<file path="config.mk">
export PLATFORM = sky130hd
export DESIGN_NAME = mul_arbiter
export DESIGN_NICKNAME = d
export VERILOG_FILES = /design/src/rtl/mul_pkg.sv /design/src/rtl/boothmul.sv /design/src/rtl/mul_arbiter.sv
export SDC_FILE = /design/constraint.sdc
export NUM_CORES = 1
export LEC_CHECK = 0
export CAP_MARGIN = 25
export CORE_MARGIN = 1.5
export CORE_UTILIZATION = 35
export DETAILED_ROUTE_END_ITERATION = 12
export GPL_TIMING_DRIVEN = 0
export HOLD_SLACK_MARGIN = 0.06
export PLACE_DENSITY = 0.64
export SLEW_MARGIN = 20
export SYNTH_ARGS = -nofsm -noshare
export SYNTH_HDL_FRONTEND = slang
export SYNTH_SLANG_ARGS = --single-unit
</file>
<file path="constraint.sdc">
create_clock -name clk -period 5.53 [get_ports clk]
set_clock_uncertainty 0.05 [all_clocks]
set_input_delay 1.659 -clock clk [delete_from_list [all_inputs] [get_ports clk]]
set_output_delay 1.659 -clock clk [all_outputs]
set_load 0.02 [all_outputs]
</file>
<file path="src/rtl/mul_pkg.sv">
// Shared definitions for the two-port multiply arbiter: op codes, FSM states, data width.
// Latency: n/a (package only).
// Backpressure: n/a (package only).
package mul_pkg;

  localparam int XLEN = 32;

  localparam logic [1:0] MUL    = 2'd0;  // low word, sign-agnostic
  localparam logic [1:0] MULH   = 2'd1;  // high word, signed x signed
  localparam logic [1:0] MULHSU = 2'd2;  // high word, signed x unsigned
  localparam logic [1:0] MULHU  = 2'd3;  // high word, unsigned x unsigned

  typedef enum logic [1:0] {
    IDLE,
    ISSUE,
    WAIT,
    RESP
  } state_t;

endpackage

</file>
<file path="src/rtl/boothmul.sv">
// Iterative radix-2 Booth multiplier for signed OPW-bit operands; returns the low RW product bits.
// Latency: OPW cycles of shift/add after the accept cycle, then a one-cycle o_out_valid pulse.
// Backpressure: o_in_ready is low while an operation iterates; the result pulse cannot be stalled.
module boothmul #(
  parameter int OPW = 33,
  parameter int RW  = 64
) (
  input  logic           i_clk,
  input  logic           i_reset,
  input  logic           i_in_valid,
  output logic           o_in_ready,
  input  logic [OPW-1:0] i_a,
  input  logic [OPW-1:0] i_b,
  output logic           o_out_valid,
  output logic [RW-1:0]  o_result
);

  // Accumulator carries one guard bit so subtracting the most negative multiplicand cannot overflow.
  logic           r_busy;
  logic [5:0]     r_cnt;
  logic [OPW:0]   r_acc;
  logic [OPW-1:0] r_q;
  logic           r_q1;
  logic [OPW-1:0] r_m;
  logic           r_out_valid;

  logic [OPW:0]   w_m_ext;
  logic [OPW:0]   w_sum;
  logic           w_unused;

  assign w_m_ext     = {r_m[OPW-1], r_m};
  assign o_in_ready  = ~r_busy;
  assign o_out_valid = r_out_valid;
  assign o_result    = {r_acc[RW-OPW-1:0], r_q};
  assign w_unused    = &{1'b0, r_acc[OPW:RW-OPW]};

  // Booth recoding of the current multiplier bit pair selects add, subtract or pass.
  always_comb begin
    w_sum = r_acc;
    case ({r_q[0], r_q1})
      2'b01:   w_sum = r_acc + w_m_ext;
      2'b10:   w_sum = r_acc - w_m_ext;
      default: w_sum = r_acc;
    endcase
  end

  // Load operands on accept, then one arithmetic right shift of {acc, q, q1} per cycle.
  always_ff @(posedge i_clk) begin
    if (i_reset) begin
      r_busy      <= 1'b0;
      r_cnt       <= 6'd0;
      r_acc       <= '0;
      r_q         <= '0;
      r_q1        <= 1'b0;
      r_m         <= '0;
      r_out_valid <= 1'b0;
    end else begin
      r_out_valid <= 1'b0;
      if (!r_busy && i_in_valid) begin
        r_busy <= 1'b1;
        r_cnt  <= 6'(OPW);
        r_acc  <= '0;
        r_q    <= i_a;
        r_q1   <= 1'b0;
        r_m    <= i_b;
      end else if (r_busy) begin
        r_acc <= {w_sum[OPW], w_sum[OPW:1]};
        r_q   <= {w_sum[0], r_q[OPW-1:1]};
        r_q1  <= r_q[0];
        r_cnt <= r_cnt - 6'd1;
        if (r_cnt == 6'd1) begin
          r_busy      <= 1'b0;
          r_out_valid <= 1'b1;
        end
      end
    end
  end

endmodule

</file>
<file path="src/rtl/mul_arbiter.sv">
// Two-port round-robin front end sharing one Booth multiplier; one operation in flight at a time.
// Latency: grant to resp_valid_o is multiplier latency + 2 cycles (ISSUE plus result capture).
// Backpressure: req_ready_o only in IDLE; the response is held stable until the owner's resp_ready_i.
module mul_arbiter
  import mul_pkg::*;
#(
  parameter int XLEN  = mul_pkg::XLEN,
  parameter int TAG_W = 4
) (
  input  logic                  clk,
  input  logic                  reset,
  input  logic [1:0]            req_valid_i,
  output logic [1:0]            req_ready_o,
  input  logic [1:0][1:0]       req_op_i,
  input  logic [1:0][XLEN-1:0]  req_src1_i,
  input  logic [1:0][XLEN-1:0]  req_src2_i,
  input  logic [1:0][TAG_W-1:0] req_tag_i,
  output logic [1:0]            resp_valid_o,
  input  logic [1:0]            resp_ready_i,
  output logic [XLEN-1:0]       resp_data_o,
  output logic [TAG_W-1:0]      resp_tag_o,
  output logic                  busy_o
);

  state_t            r_state;
  logic              r_last_grant;
  logic              r_owner;
  logic [1:0]        r_op;
  logic [XLEN-1:0]   r_src1;
  logic [XLEN-1:0]   r_src2;
  logic [TAG_W-1:0]  r_tag;
  logic [XLEN-1:0]   r_resp_data;

  logic              w_any;
  logic              w_grant;
  logic [XLEN:0]     w_mul_a;
  logic [XLEN:0]     w_mul_b;
  logic              w_mul_in_valid;
  logic              w_mul_in_ready;
  logic              w_mul_out_valid;
  logic [2*XLEN-1:0] w_mul_result;

  assign w_any          = |req_valid_i;
  assign w_mul_in_valid = (r_state == ISSUE);
  assign busy_o         = (r_state != IDLE);
  assign resp_valid_o   = (r_state == RESP) ? (r_owner ? 2'b10 : 2'b01) : 2'b00;
  assign resp_data_o    = r_resp_data;
  assign resp_tag_o     = r_tag;

  // A lone requester wins outright; on contention the port that did not win last time goes.
  always_comb begin
    if (req_valid_i == 2'b11) w_grant = ~r_last_grant;
    else                      w_grant = req_valid_i[1];
  end

  // Combinational accept for the granted port only, and never while reset is asserted.
  always_comb begin
    req_ready_o = 2'b00;
    if (!reset && r_state == IDLE && w_any) req_ready_o[w_grant] = 1'b1;
  end

  // Widen to the multiplier's 33-bit signed domain; zero extension makes an operand unsigned.
  always_comb begin
    w_mul_a = (r_op == MULHU) ? {1'b0, r_src1} : {r_src1[XLEN-1], r_src1};
    w_mul_b = (r_op == MUL || r_op == MULH) ? {r_src2[XLEN-1], r_src2} : {1'b0, r_src2};
  end

  // Control FSM: latch on grant, issue, capture the selected result half, hold until accepted.
  always_ff @(posedge clk) begin
    if (reset) begin
      r_state      <= IDLE;
      r_last_grant <= 1'b1;
      r_owner      <= 1'b0;
      r_op         <= MUL;
      r_src1       <= '0;
      r_src2       <= '0;
      r_tag        <= '0;
      r_resp_data  <= '0;
    end else begin
      case (r_state)
        IDLE: begin
          if (w_any) begin
            r_owner      <= w_grant;
            r_last_grant <= w_grant;
            r_op         <= req_op_i[w_grant];
            r_src1       <= req_src1_i[w_grant];
            r_src2       <= req_src2_i[w_grant];
            r_tag        <= req_tag_i[w_grant];
            r_state      <= ISSUE;
          end
        end
        ISSUE: begin
          if (w_mul_in_ready) r_state <= WAIT;
        end
        WAIT: begin
          if (w_mul_out_valid) begin
            r_resp_data <= (r_op == MUL) ? w_mul_result[XLEN-1:0] : w_mul_result[2*XLEN-1:XLEN];
            r_state     <= RESP;
          end
        end
        RESP: begin
          if (resp_ready_i[r_owner]) r_state <= IDLE;
        end
        default: r_state <= IDLE;
      endcase
    end
  end

  boothmul #(
    .OPW(XLEN + 1),
    .RW (2 * XLEN)
  ) u_boothmul (
    .i_clk      (clk),
    .i_reset    (reset),
    .i_in_valid (w_mul_in_valid),
    .o_in_ready (w_mul_in_ready),
    .i_a        (w_mul_a),
    .i_b        (w_mul_b),
    .o_out_valid(w_mul_out_valid),
    .o_result   (w_mul_result)
  );

endmodule

</file>
==> flow_metrics.env <==
export IMPL_run_status="finished, final reports clean"
export IMPL_synth_ff_type="dfxtp_1"
export IMPL_max_vdd_ir_drop_mv=0.246
export IMPL_first_pass_iters=5
export IMPL_synth_edf_count=0
export IMPL_syn_area_per_cell_sq_um=8.09
export IMPL_start_util_pct=35.4
export IMPL_preCtsSetupSlack_ps=-336
export IMPL_leakagePower_uw=0.00534
export IMPL_gp_congestion=0.868
export IMPL_ys_warn_count=0
export IMPL_yosysSeqAreaShare_pct=37.3
export IMPL_drv_cap=0
export IMPL_grt_usage_pct=20.1
export IMPL_final_fill_count=3241
export IMPL_dieArea_sq_um=33900
export IMPL_ys_types=58
export IMPL_finalSetupViolations=0
export IMPL_cts_root_buf="clkbuf_16"
export IMPL_nets=1818
export IMPL_synthToLayoutAreaGrowth_pct=27.8
export IMPL_synth_area_leaders="dfxtp_1 37%, mux2i_1 9.7%, nor2_1 7.7%"
export IMPL_synth_top_family_by_area="compound AO/OA/AOI/OAI gates"
export IMPL_hold_path_class="reg -> reg"
export IMPL_synth_compound_area_share_pct=22.6
export IMPL_cp_arrival_ps=3670
export IMPL_layout_min_cycle_time_ps=5380
export IMPL_routedWlPerCell_um=16.4
export IMPL_path_max_fanout=10
export IMPL_synth_seq_cells=214
export IMPL_grt_max_degree=14
export IMPL_start_kind="input port"
export IMPL_drcViolationCount=0
export IMPL_layout_setup_ws_ps=149
export IMPL_path_clk_slew_ps=60
export IMPL_vias=10900
export IMPL_cts_htree_levels=1
export IMPL_hold_buffers=0
export IMPL_multi_input_area_sq_um=6680
export IMPL_place_port_buffers=185
export IMPL_synth_mux_area_share_pct=9.67
export IMPL_die_y_um=184
export IMPL_grt_pass1_vias=10400
export IMPL_synth_simple_gate_area_share_pct=16.6
export IMPL_insertedDiodeCount=0
export IMPL_die_w_um=184
export IMPL_seq_area_sq_um=4280
export IMPL_syn_inst=1420
export IMPL_worst_slew_pin_slew_ps=935
export IMPL_final_period_utilization_pct=97.3
export IMPL_coreArea_sq_um=32500
export IMPL_worstPathRequired_ps=3820
export IMPL_fmax_ghz=0.186
export IMPL_yosysTopAreaCell="dfxtp_1"
export IMPL_async_flop_share_pct=0
export IMPL_end_kind="output pin"
export IMPL_syn_area_sq_um=11500
export IMPL_yosysTopAreaCellShare_pct=37.3
export IMPL_max_slew_margin_pct=37.7
export IMPL_ant_nets=0
export IMPL_grt_overflow=0
export IMPL_num_rows=66
export IMPL_drt_iter0_markers=593
export IMPL_clock_latency_ps=520
export IMPL_cts_sinks=214
export IMPL_worstSetupPathType="in -> out"
export IMPL_report_final_slew_viol_count=0
export IMPL_power_density_nw_per_um2=624
export IMPL_dp_hpwl_um=27300
export IMPL_grt_pass1_wl_um=54700
export IMPL_drive_gt1_share_pct=2.98
export IMPL_cts_made_buffers=23
export IMPL_yosysMostFrequentCell="nor2_1"
export IMPL_antenna_found_initial=0
export IMPL_rsz0062_at_grt="no"
export IMPL_yosys_area_share_adder_pct=4.64
export IMPL_total_power_uw=9160
export IMPL_via_per_inst=5.20
export IMPL_cts_buffer_depth=3
export IMPL_ys_top_cells_by_count="237 x nor2_1, 214 x dfxtp_1, 131 x nand2_1, 129 x a21oi_1, 111 x mux2i_1"
export IMPL_synth_xor_xnor_area_share_pct=4.73
export IMPL_io_pins=187
export IMPL_post_route_util_pct=45.2
export IMPL_wl_um=34200
export IMPL_hold_viol_final=0
export IMPL_syn_nets=1608
export IMPL_tritoncts="yes"
per-stage QoR:
step	instance area [sq um]	setup TNS [ps]	cells	hold WS (ps)
floorplan	11500	0	1420	382
global placement	13900	-309	2047	393
detailed placement	13900	-336	2047	398
CTS	14700	0	2089	407
global route	14700	0	2089	425
finish	14700	0	2089	407
sequential cells by signal, indices dropped and copies added, names as in the netlist:
register / cells
u_boothmul.r_m: 33
resp_tag_o: 4
r_state: 2
u_boothmul.r_q1: 1
r_src1: 32
resp_data_o: 32
r_op: 2
r_last_grant: 1
u_boothmul.r_cnt: 6
u_boothmul.r_q: 33
r_owner: 1
u_boothmul.r_busy: 1
u_boothmul.r_acc: 33
r_src2: 32
u_boothmul.o_out_valid: 1
cells in the final DEF, fill, tap and decap left out, drive strengths merged, types with 6 or more instances in the layout:
cell / n
a311oi: 36
nor3: 17
buf: 16
a21oi: 130
a211oi: 80
clkdlybuf4s50: 185
o211ai: 14
xor2: 16
a21o: 14
inv: 32
ha: 41
o21ai: 70
nor2: 237
o22ai: 8
xnor2: 46
nor4: 7
nor2b: 15
mux2i: 111
a31oi: 15
clkbuf: 127
nand3: 8
dfxtp: 214
o21bai: 6
nand2b: 7
nand2: 131
kinds of logic (layout without fill, tap and decap cells):
group | after synthesis | after routing
compound gates | 404 | 404
mux | 111 | 111
buf+inv | 139 | 366
flops | 214 | 214
xor+xnor | 62 | 62
simple gates | 448 | 448
fa+ha+maj | 42 | 42
area by class of cell:
cell class                 instances  area share (%)
inverter                          31           0.793
clock buffer                      35            4.64
sequential                       214            29.2
multi-input combinational       1067            45.5
clock inverter                     7           0.682
tap                              442            3.77
buffer                           108            2.79
timing repair buffer             185            12.6
power by group:
part           switching, uW  internal (uW)  total (uW)
logic                   3240           2090        5320
clock network            625            947        1570
registers                344           1920        2260
total                   4200           4950        9160
routing by layer:
| metal | global-route usage [%] | routed length, um | vias up |
|---|---|---|---|
| met2 | 34.5 | 15900 | 275 |
| met5 | 0 | 0 | - |
| li1 | - | - | 5473 |
| met4 | 3.84 | 542 | 0 |
| met1 | 27.1 | 16100 | 5086 |
| met3 | 2.69 | 1700 | 33 |
critical path: stages:
cell             delay [ps]
clkdlybuf4s50_1         510
a21boi_0                200
clkbuf_2                320
buf_2                   350
nor3_1                   80
clkdlybuf4s50_1         560
final timing paths:
check	from	end	slack [ps]	cells past startpoint
hold / removal	r_src2[22]	u_boothmul.r_m[22]	410	2
hold reg to reg	r_src2[22]	u_boothmul.r_m[22]	410	2
setup / recovery	req_valid_i[1]	req_ready_o[0]	150	6
setup reg to reg	u_boothmul.r_m[0]	u_boothmul.r_acc[30]	610	17
timing repair:
action | 4_1_cts | 5_1_grt
endpoints found under the setup margin | 1 | 0
gates resized for setup | 3 | 0
setup buffers | 0 | 0
Power figures use the tool's default switching activity.
